`src/rtl/pc_seq_pkg.sv`:
```
// pc_seq_pkg: state encoding and PC alignment mask shared by pc_sequencer and its bench
package pc_seq_pkg;
    typedef enum logic [2:0] {
        IDLE  = 3'd0,
        RUN   = 3'd1,
        STEP  = 3'd2,
        HALT  = 3'd3,
        FAULT = 3'd4
    } state_t;
    localparam logic [1:0] PC_ALIGN_MASK = 2'b11;
endpackage

```
`src/rtl/sat_counter.sv`:
```
// sat_counter: enabled up-counter with async reset that sticks at all-ones
module sat_counter #(
    parameter int W = 32
) (
    input  logic         clk,
    input  logic         rst,
    input  logic         en,
    output logic [W-1:0] count
);
    always_ff @(posedge clk or posedge rst)
        if (rst) count <= '0;
        else if (en && !(&count)) count <= count + W'(1);
endmodule

```
`src/rtl/pc_sequencer.sv`:
```
// pc_sequencer: SimpleCPU program-counter stage with run/step/halt FSM, retired counter and fault trap.
// Optional breakpoint logic is enabled by defining PC_SEQ_BREAKPOINT_EN.
module pc_sequencer
    import pc_seq_pkg::*;
#(
    parameter logic [31:0] RESET_VECTOR = 32'h0000_0000,
    parameter int unsigned IMEM_BYTES   = 1024,
    parameter int          CNT_W        = 32
) (
    input  logic             clk,
    input  logic             rst,
    input  logic             start,
    input  logic             step,
    input  logic             halt_req,
    input  logic [31:0]      next_addr,
    input  logic [31:0]      bp_addr,
    input  logic             bp_valid,
    output logic [31:0]      pc,
    output logic             cpu_en,
    output logic [2:0]       state,
    output logic [CNT_W-1:0] retired,
    output logic             fault,
    output logic             bp_hit
);
    state_t st;
    logic   bad;
    logic   bp_stop;

    assign state  = st;
    assign bad    = |(next_addr[1:0] & PC_ALIGN_MASK) || next_addr >= IMEM_BYTES;
    assign cpu_en = (st == RUN || st == STEP) && !bad && !bp_stop;

`ifdef PC_SEQ_BREAKPOINT_EN
    logic skip_bp;
    // skip_bp lets a resume from a breakpoint execute the instruction sitting at bp_addr
    assign bp_stop = st == RUN && bp_valid && pc == bp_addr && !skip_bp;
    always_ff @(posedge clk or posedge rst)
        if (rst) skip_bp <= 1'b0;
        else skip_bp <= (st == HALT && start) ? 1'b1 : (st == RUN) ? 1'b0 : skip_bp;
`else
    logic unused_bp;
    assign bp_stop   = 1'b0;
    assign unused_bp = ^{bp_addr, bp_valid};
`endif

    always_ff @(posedge clk or posedge rst)
        if (rst) begin
            st     <= IDLE;
            pc     <= RESET_VECTOR;
            fault  <= 1'b0;
            bp_hit <= 1'b0;
        end else begin
            if (cpu_en) pc <= next_addr;
            case (st)
                IDLE: st <= start ? RUN : step ? STEP : IDLE;
                RUN: begin
                    if (bad) begin
                        st    <= FAULT;
                        fault <= 1'b1;
                    end else if (bp_stop) begin
                        st     <= HALT;
                        bp_hit <= 1'b1;
                    end else if (halt_req || next_addr == pc) st <= HALT;
                end
                STEP: begin
                    st <= bad ? FAULT : HALT;
                    if (bad) fault <= 1'b1;
                end
                HALT: begin
                    st <= start ? RUN : step ? STEP : HALT;
                    if (start || step) bp_hit <= 1'b0;
                end
                FAULT: st <= FAULT;
                default: st <= IDLE;
            endcase
        end

    sat_counter #(.W(CNT_W)) u_retired (
        .clk  (clk),
        .rst  (rst),
        .en   (cpu_en),
        .count(retired)
    );
endmodule
```
`config.mk`:
```
export PLATFORM = sky130hd
export DESIGN_NAME = pc_sequencer
export DESIGN_NICKNAME = d
export VERILOG_FILES = /design/src/rtl/pc_seq_pkg.sv /design/src/rtl/sat_counter.sv /design/src/rtl/pc_sequencer.sv
export SDC_FILE = /design/constraint.sdc
export NUM_CORES = 1
export LEC_CHECK = 0
export ABC_AREA = 1
export CORE_UTILIZATION = 30
export CTS_BUF_LIST = sky130_fd_sc_hd__clkbuf_4 sky130_fd_sc_hd__clkbuf_8
export DETAILED_ROUTE_END_ITERATION = 6
export GPL_ROUTABILITY_DRIVEN = 0
export HOLD_SLACK_MARGIN = 0.08
export SLEW_MARGIN = 20
export SYNTH_ARGS = -nofsm -noshare
export SYNTH_HDL_FRONTEND = slang
export SYNTH_SLANG_ARGS = --single-unit
```
`constraint.sdc`:
```
create_clock -name clk -period 4.9 [get_ports clk]
set_input_delay 0.98 -clock clk [delete_from_list [all_inputs] [get_ports clk]]
set_output_delay 0.98 -clock clk [all_outputs]
set_load 0.05 [all_outputs]
```
## Yosys cells after proc, flatten, opt, wreduce, memory -nomap -nowiden

Index checks and enable logic that the tools add are counted.

- Register bits after elaboration: 68
- Input port bits: 70
- Output and inout bits: 70

- Add/subtract/negate cells: 1
- Magnitude comparators: 1
- Eq/ne operators: 6
- Multiplexer cells: 8
- Reduce and logical (&&, ||, !) cells: 12

Operators with widths:

| kind | count |
|---|---|
| 32-bit by 1-bit adder with 32-bit output, second input constant | 1 |
| 32-bit equality test | 1 |
| 32-bit by 11-bit >= comparator with 1-bit output, second input constant | 1 |
| 32-bit AND reduction | 1 |
| 3-bit case mux with 5 select lines | 1 |
| 3-bit two-way mux | 3 |
| 3-bit by 2-bit equality test with 1-bit output, second input constant | 2 |
| 2-bit two-way mux | 3 |
| 2-bit OR reduction | 2 |
| 3-bit by 1-bit equality test with 1-bit output, second input constant | 1 |
| 3-bit equality test, second input constant | 1 |
| 3-bit zero test | 1 |
| 1-bit logical OR | 3 |
| 3-bit by 2-bit inequality test with 1-bit output, second input constant | 1 |
| 1-bit logical AND | 2 |
| 1-bit zero test | 2 |
| 2-bit AND reduction | 1 |
| 1-bit two-way mux | 1 |

## Longest topological paths before layout

Gate-level depths: netlist of the first run.

- Depth in word-level cells: 5
- Mapped depth: 11
- Depth with buffers taken out: 11

## By module

Synthesis of the first run repeated with hierarchy kept, for this count alone.

- Cell total of the unflattened synthesis: 602
- Area, all modules: 4096.4 um2

Modules (own cells, without submodules):

| module | instances | cells each | area each (um2) |
|---|---|---|---|
| sat_counter | 1 | 351 | 2220.9 |
| pc_sequencer | 1 | 251 | 1875.5 |

## Worst setup path after synthesis of the first run

No wires, ideal clock.

- Path type: input to output
- Start point: in next_addr[20]
- End point: out cpu_en
- Arrival time: 2.119 ns
- Required time: 3.920 ns
- Setup slack: 1.801 ns
- Stages: 6
- Path through: nor2_1 nand2_1 nor2_1 nand4_1 inv_2 clkbuf_1

- Longest elaborated chain between the ends: 4

RTL lines:

| item | RTL line | RTL |
|---|---|---|
| from (decl) | pc_sequencer.sv:15 | `input logic [31:0] next_addr,` |
| 32-bit by 11-bit >= comparator with 1-bit output | pc_sequencer.sv:30 | `assign bad = \|(next_addr[1:0] & PC_ALIGN_MASK) \|\| next_addr >= IMEM_BYTES;` |
| 1-bit logical OR | pc_sequencer.sv:30 |  |
| 1-bit zero test | pc_sequencer.sv:31 | `assign cpu_en = (st == RUN \|\| st == STEP) && !bad && !bp_stop;` |
| 1-bit logical AND | pc_sequencer.sv:31 |  |
| to (decl) | pc_sequencer.sv:19 | `output logic cpu_en,` |

No other way between the ends.

## Worst setup path after layout of the first run

- Start point: in next_addr[31]
- End point: out cpu_en

The elaborated chain is that of the path after synthesis.

==> results of run 1 <==
[power by group]
part           internal (mW)  switching [mW]
logic                 0.0370          0.0324
clock network          0.267           0.212
registers              0.561               0
[through the flow]
step | total power, mW | hold slack, ns
after global placement | 0.642 | 0.449
after CTS | 1.13 | 0.468
after floorplan | 0.601 | 0.736
after global routing | 1.16 | 0.522
final | 1.11 | 0.464
after detailed placement | 0.643 | 0.450
[layer usage]
metal  part of all wire  global-route usage  vias to the layer above
li1                   -                   -                     1820
met1               0.46               0.207                     1623
met2               0.46               0.278                       97
met3              0.064              0.0427                       11
met4              0.011              0.0468                        0
met5                  0                   0                        -
[worst max-delay path, stage by stage]
cell             delay (ns)
clkdlybuf4s50_1        0.44
nor2_1                 0.17
nand3_1                0.09
nor2_1                 0.18
nand4_1                0.50
inv_2                  0.18
buf_4                  0.21
[flip-flops by register name (all words and copies together) (netlist names)]
name and count:
pc 32, u_retired.count 32, fault 1, state 3
[cells by family after synthesis]
group           after synthesis
buf+inv                      65
other cells                   1
flops                        68
xor+xnor                     53
fa+ha+maj                     1
compound gates               10
simple gates                339
[synth_stat cells]
cell | number | share of area
a21oi_1 | 1 | 0.0013
buf_2 | 2 | 0.0026
buf_4 | 1 | 0.0019
buf_6 | 4 | 0.012
clkbuf_1 | 4 | 0.0039
conb_1 | 1 | 0.00097
dfrtp_1 | 68 | 0.44
ha_1 | 1 | 0.0032
inv_1 | 51 | 0.050
inv_2 | 3 | 0.0029
nand2_1 | 227 | 0.22
nand3_1 | 4 | 0.0052
nand3b_1 | 1 | 0.0019
nand4_1 | 6 | 0.0097
nand4_2 | 1 | 0.0032
nor2_1 | 86 | 0.084
nor2_4 | 1 | 0.0029
nor3_1 | 12 | 0.016
nor3_4 | 1 | 0.0042
o21ai_0 | 5 | 0.0065
o21ai_1 | 3 | 0.0039
o21ai_2 | 1 | 0.0023
xnor2_1 | 35 | 0.079
xor2_1 | 18 | 0.041
[final cells by class]
type                       instances  area share
inverter                          54      0.0385
multi-input combinational        404       0.356
sequential                        68       0.323
clock inverter                     4     0.00902
clock buffer                      12      0.0301
tap                              172      0.0408
timing repair buffer             108       0.203
[path summary, 6_finish.rpt]
path	startpoint	end	slack, ns	depth (start not counted)
setup / recovery	next_addr[31]	cpu_en	1.17	7
hold / removal	fault$_DFFE_PP0P_	fault$_DFFE_PP0P_	0.46	2
setup reg to reg	state[2]$_DFFE_PP0P_	u_retired.count[24]$_DFFE_PP0P_	2.13	11
hold reg to reg	fault$_DFFE_PP0P_	fault$_DFFE_PP0P_	0.46	2
max in group asynchronous	rst	pc[6]$_DFFE_PP0P_	2.89	3
min in group asynchronous	rst	u_retired.count[6]$_DFFE_PP0P_	1.08	2
==> results.md, run 1 <==
- Crit path DAT: between 2 and 3 ns
- Power Dens Cells: 210 mW/mm²
- Setup-failing EPs final: 0
- Cells after synthesis: 537
- Crit. End Element: output pin
- Multi-input gate area: 0.00187 mm²
- Worst-Skew Late Latency: 0.34 ns
- Filler cells: 1,294
- Die height: 115 µm
- Tot GR Track Use: 0.165
- Fin crit share: 0.760
- Worst Skew: between 0.003 and 0.004 ns
- Worst Max-Slew Pin Slew: about 0.69 ns
- I/O pins: 140
- Post-synthesis xor/xnor area fraction: 0.120
- Initial Util: 0.307
- Seq/Total Area, Yosys: 0.441
- Row cnt: 41
- Max Fclk: 268 MHz
- Max Cap Viol: 0
- Worst-case clock buffer depth: 2
- Pins Over Slew Limit: 0
- Per-cell routed wire length: 12.3 µm
- Mux share of post-synthesis cell area: 0
- Dpl cells: between 800 and 900
- Total Negative Setup Slacks: 0 ns
- Max-Slew Margin vs Limit: 0.541
- Final worst slack: between 1 and 1.5 ns
- Yosys warning count: 0
- Compound-Gate Fraction of Synth Area: 0.0140
- Design area: 0.00527 mm²
- CTS tree: built
- Storage cell area: roughly 0.0017 mm²
- Placed cell areas: 0.00506 mm²
- Simple-gate area share of the yosys netlist: 0.348
- CTS clock-pin slew for the worst setup and hold paths: 0.07 ns
- Post-synth net total: roughly 600
- Core area: 0.0126 mm²
- Post-Route WL: 10,100 µm
- Die area: 0.0133 mm²
- Post-synthesis cell area: around 0.0039 mm²
- Fraction of the mapped netlist area in adder cells: 0.00324
- Residual DRC: 0
- Setup Fix Bufs, Post-CTS: 0
- Post-CTS sizing: 0
- # H-tree levels: 3
- Largest family of logic cells by synthesized area: simple AND/OR/NAND/NOR gates
- Pre-CTS WS: 0.860 ns
- Status: completed
- Final worst path period need: 3.73 ns
- Final net count: 716
- Number of hold buffers added after CTS: 0
- Clock Root Buffer: clkbuf_8
- Ratio of cells with drive above 1 in the final layout: 0.0431
- Worst EP required: 3.92 ns
- Avg Inst Size Synth: 7.18 µm²
- CP startpoint kind: primary input
- Vias in the first global route: 3,542
- Antenna violations before repair: 0
- DP HPWL: between 7000 and 8000 µm
- Initial DRC count: 130
- Cts bufs inserted: 9
- Worst vdd ir: 0.127 mV
- Via count: 3,551
- Setup CP Type: in2out
- Final Hold Fails: 0
- Synth cell types: 24
- First-pass GRT wire length: 16,800 µm
- Synth Register Bits: just under 70
- Die Width: approximately 120 µm
- Maximum net fanout on the critical path: 11
- Pre-antenna DRT Iters: 4
- Commonest non-fill, non-tap cells in the layout: nand2_1 (227), clkdlybuf4s50_1 (104), nor2_1 (86), dfrtp_1 (68), inv_1 (50)
- Final Util: 0.419
- Vias per cell: between 4 and 5
- Pin count of the biggest net entering global routing: 39
- Detail Route Antenna Nets: 0
- Commonest non-fill, non-tap cell in the layout: nand2_1
- GRT overflow: 0
- Port Buf Inserts: 105
- Clk sinks: between 60 and 70
- ANT cells: 0
- Static leakage: 2.48 nW
- Class of the worst hold path: reg2reg
- Final Non-Filler Cells: 822
- Layout area overhead: 36.7%
- RSZ-0062 raised after global routing: no
Power figures use the tool's default switching activity.
==> run 2, diff against run 1 <==
- clock period: 4.9 -> 3.52 ns (I/O delays scaled with it)
==> run 2 against run 1 <==
Compared with the run above:
- the flow now finishes with violations (DRC)
- die area unchanged
- final area increased by 0.55%
- largest cell class unchanged
- wire length grew 2.7%
- hold slack better by 0.012 ns
- sequential power rose by 39%
- sequential share of layout area decreased by 0.18 points
- highest routed layer unchanged
- via count rose by 1.5%
- global-route usage is 0.20 points higher
- core utilization is 0.23 points higher
- clock skew grew 0.0070 ns
- power is 38% higher
==> results.md, run 2 (synthesized netlist as in run 1, its figures left out) <==
- First-pass GRT wire length: 17,200 µm
- Worst vdd ir: roughly 0.15 mV
- Per-cell routed wire length: 12.6 µm
- RSZ-0062 raised after global routing: no
- Final net count: between 700 and 800
- GRT overflow: 0
- Initial DRC count: 171
- Power Dens Cells: around 290 mW/mm²
- Static leakage: 2.49 nW
- Cts bufs inserted: 9
- Class of the worst hold path: reg2reg
- Tot GR Track Use: 0.167
- Initial Util: 0.307
- Clock Root Buffer: clkbuf_8
- Cell mode on critical path: nor2_1
- Failing checks: DRC
- CP startpoint kind: primary input
- Number of hold buffers added after CTS: 0
- Startpoint of the worst hold path: fault$_DFFE_PP0P_
- CTS tree: built
- Antenna violations before repair: 0
- Status: finished, violations left
- R2R depth: 10
- DP HPWL: 7760 µm
- Clk sinks: 68
- Die Width: 115 µm
- Setup Fix Bufs, Post-CTS: 0
- Placed cell areas: between 0.005 and 0.006 mm²
- CTS clock-pin slew for the worst setup and hold paths: 0.08 ns
- Layout area overhead: 37.4%
- Worst-case clock buffer depth: 2
- Hold Crit Depth: 2
- Dpl cells: ~810
- Post-CTS sizing: 0
- CP Buf/Inv Count: 3
- Row cnt: 41
- Max Cap Viol: 0
- Slowest-stage cell, CP: clkdlybuf4s50_1
- Residual DRC: 2
- Die height: between 100 and 150 µm
- Commonest non-fill, non-tap cells in the layout: nand2_1 (227), clkdlybuf4s50_1 (104), nor2_1 (86), dfrtp_1 (68), inv_1 (50)
- Worst Max-Slew Pin Slew: 0.714 ns
- Max incr delay on CP: 0.44 ns
- Post-Route WL: 10,400 µm
- Final Non-Filler Cells: a little over 800
- Vias per cell: roughly 4.4
- Pin count of the biggest net entering global routing: 38
- ANT cells: 0
- Fin crit share: 0.778
- Design area: 0.00530 mm²
- Core area: 0.0126 mm²
- Final worst path period need: 2.74 ns
- Total Negative Setup Slacks: 0 ns
- # H-tree levels: 3
- Ratio of cells with drive above 1 in the final layout: 0.0460
- Worst EP required: 2.82 ns
- Setup CP Type: in2out
- Crit path cell chain: clkdlybuf4s50_1 -> nor2_1 -> nand3_1 -> nor2_1 -> nand4_1 -> inv_2 -> buf_12
- I/O pins: between 100 and 150
- Crit path DAT: 2.03 ns
- Worst-Skew Late Latency: 0.34 ns
- Die area: 0.0133 mm²
- Worst hold slack: 0.475 ns
- Commonest non-fill, non-tap cell in the layout: nand2_1
- RR Startpoint: state[2]$_DFFE_PP0P_
- Worst Skew: 0.0104 ns
- Max Fclk: 365 MHz
- Vias in the first global route: ~3,600
- Detail Route Antenna Nets: 0
- Setup-failing EPs final: 0
- Pre-antenna DRT Iters: 6
- Pins Over Slew Limit: 0
- Maximum net fanout on the critical path: 3
- Crit. End Element: output pin
- Max-Slew Margin vs Limit: 0.523
- Port Buf Inserts: approximately 110
- Crit. path cell count: 7
- Via count: 3,605
- Cell family with most CP delay: buffers and inverters
- Final Hold Fails: 0
- Worst setup startpoint: next_addr[31]
==> run 2: cell types whose count changed in the layout (fill, tap and decap cells not counted) <==
cell	before	now
clkbuf_8	11	9
buf_12	0	2
inv_6	0	1
clkinvlp_4	1	2
==> run 2: stage by stage <==
step	power, mW	setup WS [ns]	util
4_1_cts	1.56	0.760	0.422
3_3_place_gp	0.896	0.632	0.406
5_1_grt	1.61	0.605	0.422
2_1_floorplan	0.837	0.973	-
3_5_place_dp	0.897	0.585	0.406
6_report	1.53	0.781	0.422
==> run 2: path summary, 6_finish.rpt <==
kind	slack, ns	endpoint
min	0.48	fault$_DFFE_PP0P_
max in group asynchronous	2.06	u_retired.count[10]$_DFFE_PP0P_
min reg2reg	0.48	fault$_DFFE_PP0P_
max	0.78	cpu_en
max reg2reg	1.50	u_retired.count[0]$_DFFE_PP0P_
min in group asynchronous	0.80	pc[19]$_DFFE_PP0P_
==> run 2: metal layers <==
metal	wire length, µm	up-vias	global-route usage
met1	4740	1673	0.209
met2	4920	105	0.287
met4	55	0	0.0312
met5	0	-	0
met3	701	4	0.0469
li1	-	1823	-
==> run 2: tightest hold or removal path, cell delays in order (launching register included) <==
cell and delay [ns]:
dfrtp_1 0.35, inv_1 0.04, nand2_1 0.05
==> run 2: report_power, final <==
part           switching (mW)  internal (mW)
clock network           0.313          0.335
registers                   0          0.780
logic                  0.0463         0.0530
total                   0.360           1.17
==> run 2: cell type report <==
| cell class | count | area, µm² |
|---|---|---|
| clock buffers | 10 | 131 |
| well taps | 172 | 215 |
| clock inverters | 6 | 63.8 |
| flip-flops and latches | 68 | 1700 |
| multi-input cells | 404 | 1870 |
| fillers | 1289 | 7270 |
| repair buffers | 110 | 1110 |
| inverters | 54 | 203 |
